### src/rtl/abft_pkg.sv
// Shared types and helpers for the ABFT row-checksum checker.
// Optional syndrome reporting is enabled by defining ABFT_SYNDROME_EN.
package abft_pkg;

    typedef enum logic [1:0] {
        COLLECT = 2'd0,
        DRAIN   = 2'd1,
        REPORT  = 2'd2
    } state_t;

    localparam int DEF_DW    = 16;
    localparam int DEF_ROWS  = 4;
    localparam int DEF_CNT_W = 8;

    // Callers truncate to their own width; the low bits are the mod-2^DW sum.
    function automatic logic [63:0] row_sum4(input logic [63:0] a, input logic [63:0] b,
                                             input logic [63:0] c, input logic [63:0] d);
        return a + b + c + d;
    endfunction

endpackage

### src/rtl/abft_sum_cmp.sv
// Stage 1 registers the row sum, checksum and index; stage 2 compares them.
module abft_sum_cmp
    import abft_pkg::*;
#(
    parameter int DW    = DEF_DW,
    parameter int IDX_W = 2
) (
    input  logic             clk,
    input  logic             rst,
    input  logic             capture,
    input  logic [DW-1:0]    z00,
    input  logic [DW-1:0]    z01,
    input  logic [DW-1:0]    z02,
    input  logic [DW-1:0]    z03,
    input  logic [DW-1:0]    zc,
    input  logic [IDX_W-1:0] idx,
    output logic             mismatch,
    output logic [IDX_W-1:0] cmp_idx,
    output logic [DW-1:0]    diff
);

    logic [DW-1:0] s_q;
    logic [DW-1:0] zc_q;
    logic          vld_q;

    always_ff @(posedge clk or posedge rst) begin
        if (rst) begin
            vld_q   <= 1'b0;
            s_q     <= '0;
            zc_q    <= '0;
            cmp_idx <= '0;
        end else begin
            vld_q <= capture;
            if (capture) begin
                s_q     <= DW'(row_sum4(64'(z00), 64'(z01), 64'(z02), 64'(z03)));
                zc_q    <= zc;
                cmp_idx <= idx;
            end
        end
    end

    assign mismatch = vld_q && (s_q != zc_q);
    assign diff     = zc_q - s_q;

endmodule

### config.mk
export PLATFORM = sky130hd
export DESIGN_NAME = abft_sum_cmp
export DESIGN_NICKNAME = d
export VERILOG_FILES = /design/src/rtl/abft_pkg.sv /design/src/rtl/abft_sum_cmp.sv
export SDC_FILE = /design/constraint.sdc
export NUM_CORES = 1
export LEC_CHECK = 0
export BUFFER_PORTS_ARGS = -buffer_cell sky130_fd_sc_hd__buf_2
export CORE_UTILIZATION = 55
export CTS_CLUSTER_SIZE = 12
export DETAILED_ROUTE_END_ITERATION = 12
export GPL_TIMING_DRIVEN = 1
export PLACE_DENSITY = 0.84
export SLEW_MARGIN = 20
export SYNTH_ARGS = -nofsm -noshare
export SYNTH_HDL_FRONTEND = slang
export SYNTH_SLANG_ARGS = --single-unit
### constraint.sdc
create_clock -name clk -period 4.2 [get_ports clk]
set_input_delay 0.84 -clock clk [delete_from_list [all_inputs] [get_ports clk]]
set_output_delay 0.84 -clock clk [all_outputs]
set_load 0.02 [all_outputs]
==> results.py <==
metrics = {
    "outcome": {
        "status": "finished clean",
    },
    "yosys": {
        "syn-mean-instance-area_um2": 8.92,
        "ys.warnings.count": 0,
        "synth.cell_area_um2": 3660,
        "synth_cell_type_count": 44,
        "synthArstFlopShare_pct": 100,
        "syn_inst": 410,
        "sequential_fraction_of_the_synthesis_area_pct": 23.9,
        "number_of_synthesized_flops_with_an_enable_pin": 0,
        "synthFlopType": "dfrtp_1",
        "synth.ff_latch_count": 35,
        "postSynthNetCount": 556,
    },
    "sta": {
        "setup_skew_ns": 0,
        "number_of_hold_violations_in_the_final_report": 0,
        "maxSlewHeadroom_pct": 70.1,
        "finalSetupViolations": 0,
        "report.final.slew_viol_count": 0,
        "min_period_over_period_pct": 85.0,
        "min_clock_period_post_route_ns": 3.57,
        "tightest_slew_ns": 0.436,
        "setup_repair_after_global_routing_missed_its_margin": "false",
        "fmax_mhz": 280,
        "final.setup.tns_ns": 0,
    },
    "floorplan": {
        "fp.dieArea_um2": 6980,
        "die_y_um": 83.6,
        "io-pin-count": 104,
        "core.rowCount": 29,
        "die_width_um": 83.6,
        "floorplan.initialDensity_pct": 57.3,
        "floorplan.core_area_um2": 6390,
    },
    "routing": {
        "finalWirelength_um": 7440,
        "detailroute.wirelength.met2_um": 3840,
        "first_iter_violations": 105,
        "drt-wirelength-per-cell_um": 12.6,
        "post-route-drc-count": 0,
        "viasPerCell": 5.22,
        "ant_nets": 0,
        "num_vias": 3087,
        "highest-signal-layer": "met4",
        "first_pass_iteration_count_of_the_detailed_router": 4,
        "dr_wl_met3_um": 364,
        "detail_route.wirelength.met1_um": 3120,
    },
    "power": {
        "pwr-share-clk_pct": 9.9,
        "pwr-share-seq_pct": 18.6,
        "total_switching_power_mw": 1.25,
        "p_leak_nw": 2.36,
        "power.density_cell_area_nw_per_um2": 578,
        "switching_share_pct": 49.7,
        "combinationalPowerShare_pct": 71.5,
        "vdd_drop_max_uv": 603,
        "power_report.internal_total_mw": 1.26,
    },
    "global_route": {
        "largest_net_degree_at_the_start_of_global_routing": 36,
        "number_of_global_route_vias_before_repair": 3013,
        "gr_ovfl_total": 0,
        "grt_first_pass_wirelength_um": 12700,
        "antenna_found_initial": 0,
        "track_usage_pct": 22.1,
    },
    "critical_path": {
        "crit_path_max_fanout": 4,
        "setup.worst_path.end_class": "flop",
        "timing.critical_path.from_type": "primary input",
        "required_ns": 4.40,
        "critical_path_arrival_ns": 3.78,
        "timing.setup.critical_path_class": "primary input to flop",
    },
    "clock_tree": {
        "postCtsSetupRepairBufs": 0,
        "holdBufCountCts": 0,
        "clk_pin_slew_ns": 0.07,
        "cts_tree": "built",
        "clock_insertion_delay_worst_skew_ns": 0.29,
        "clock-sinks": 35,
        "numCtsBuffers": 5,
        "cts_resized": 0,
        "h-tree-depth": 2,
        "largest_buffer_count_on_any_clock_path": 2,
        "cts_root_buf": "clkbuf_8",
    },
    "min_path": {
        "holdCritPathClass": "flop to flop",
    },
    "finish": {
        "layout_commonest_cell": "inv_1",
        "finalCoreUtilization_pct": 67.9,
        "post_route_cells_drive_above_1_share_pct": 26.5,
        "antenna-diode-count": 0,
        "synthToLayoutAreaGrowth_pct": 18.6,
        "final_cells": 591,
        "fin_area_um2": 4340,
        "finish.net_count": 659,
        "most_used_cells_in_the_layout_excluding_fill_and_tap_cells": "inv_1, buf_2, dfrtp_1",
        "fillCellCount": 515,
    },
    "placed_design": {
        "io_buffers": 103,
        "detailed_place_hpwl_um": 6210,
        "place_area_um2": 4250,
        "place.detailed.instances": 583,
        "gpl.final_weighted_congestion": 0.876,
    },
    "flow_run": {
        "maxCapViolCount": 0,
    },
}
==> registers in the layout, indices dropped and copies added (netlist names) <==
name	flops
cmp_idx	2
vld_q	1
zc_q	16
s_q	16
==> metal layers <==
metal,up-vias,global-route usage (%)
li1,1546,-
met1,1428,26.7
met2,101,41.1
met3,12,2.97
met4,0,6.01
met5,-,0
==> cell families (layout without fill, tap and decap cells) <==
kind of cell             Yosys count  count (layout)  synth area share (%)
AO/OA/AOI/OAI                     85              85                  15.0
XOR/XNOR                          24              24                  5.75
adder cells (fa/ha/maj)           61              61                  27.2
buffers and inverters            114             218                  11.8
flip-flops                        35              35                  23.9
multiplexers                      23              23                  6.87
AND/OR/NAND/NOR                   68              68                  9.47
==> critical path, cell delays in order <==
cell,delay [ns]
buf_2,0.11
fa_1,0.55
fa_1,0.42
ha_1,0.22
fa_1,0.41
a21oi_1,0.27
nor2_1,0.14
nor4_2,0.29
o211ai_1,0.17
and3_1,0.17
o31ai_1,0.19
==> stage by stage <==
stage	hold slack (ns)	total power, mW	setup WS (ns)
after floorplan	0.472	1.80	0.791
after global placement	0.487	2.18	0.439
after detailed placement	0.498	2.25	0.333
after CTS	0.516	2.50	0.636
after global routing	0.538	2.71	0.483
final	0.510	2.51	0.628
==> power groups by stage <==
stage | Sequential (mW) | Combinational, mW | Clock (mW)
6_report | 0.466 | 1.80 | 0.248
2_1_floorplan | 0.462 | 1.33 | 0
5_1_grt | 0.476 | 1.97 | 0.264
4_1_cts | 0.466 | 1.79 | 0.251
3_3_place_gp | 0.467 | 1.71 | 0
3_5_place_dp | 0.471 | 1.78 | 0
==> synthesized netlist by cell type (2+ instances only) <==
cell type	n	area share [%]
inv_1	105	11
dfrtp_1	35	24
fa_1	31	17
ha_1	30	10
a21oi_1	25	3.4
nand2_1	19	1.9
o21ai_0	19	2.6
xnor2_1	18	4.3
mux2_2	17	5.2
nor2_1	13	1.3
nand3_1	9	1.2
a21o_1	8	1.6
a31oi_1	6	1.0
mux2i_1	6	1.6
xor2_1	6	1.4
o211ai_1	5	1.0
a211oi_1	4	0.82
and3_1	4	0.68
clkbuf_1	4	0.41
nor3_1	4	0.55
o21a_1	4	0.82
buf_1	3	0.31
nand2b_1	3	0.51
nor2b_1	3	0.51
or3_1	3	0.51
a2111oi_0	2	0.48
buf_2	2	0.27
nand4_1	2	0.34
nor4_1	2	0.34
o31a_1	2	0.48
o31ai_1	2	0.41
or4b_1	2	0.55
==> layout make-up <==
type,instances,area [um2],share of cell area (%)
Clock buffer,5,68.8,1.59
Clock inverter,3,20.0,0.461
Inverter,105,394,9.09
Multi-Input combinational cell,261,2350,54.2
Sequential cell,35,876,20.2
Tap cell,77,96.3,2.22
Timing Repair Buffer,105,531,12.2
==> final timing paths <==
| check | end | cells after the start | slack (ns) | start |
|---|---|---|---|---|
| setup / recovery | s_q[15] | 11 | 0.63 | z00[1] |
| hold / removal | cmp_idx[1] | 1 | 0.51 | cmp_idx[1] |
| setup reg to reg | zc_q[6] | 1 | 3.41 | zc_q[6] |
| hold reg to reg | cmp_idx[1] | 1 | 0.51 | cmp_idx[1] |
| max in group asynchronous | zc_q[14] | 3 | 3.23 | rst |
| min in group asynchronous | zc_q[4] | 3 | 0.66 | rst |
No activity file was read; power rests on OpenSTA's default activity.
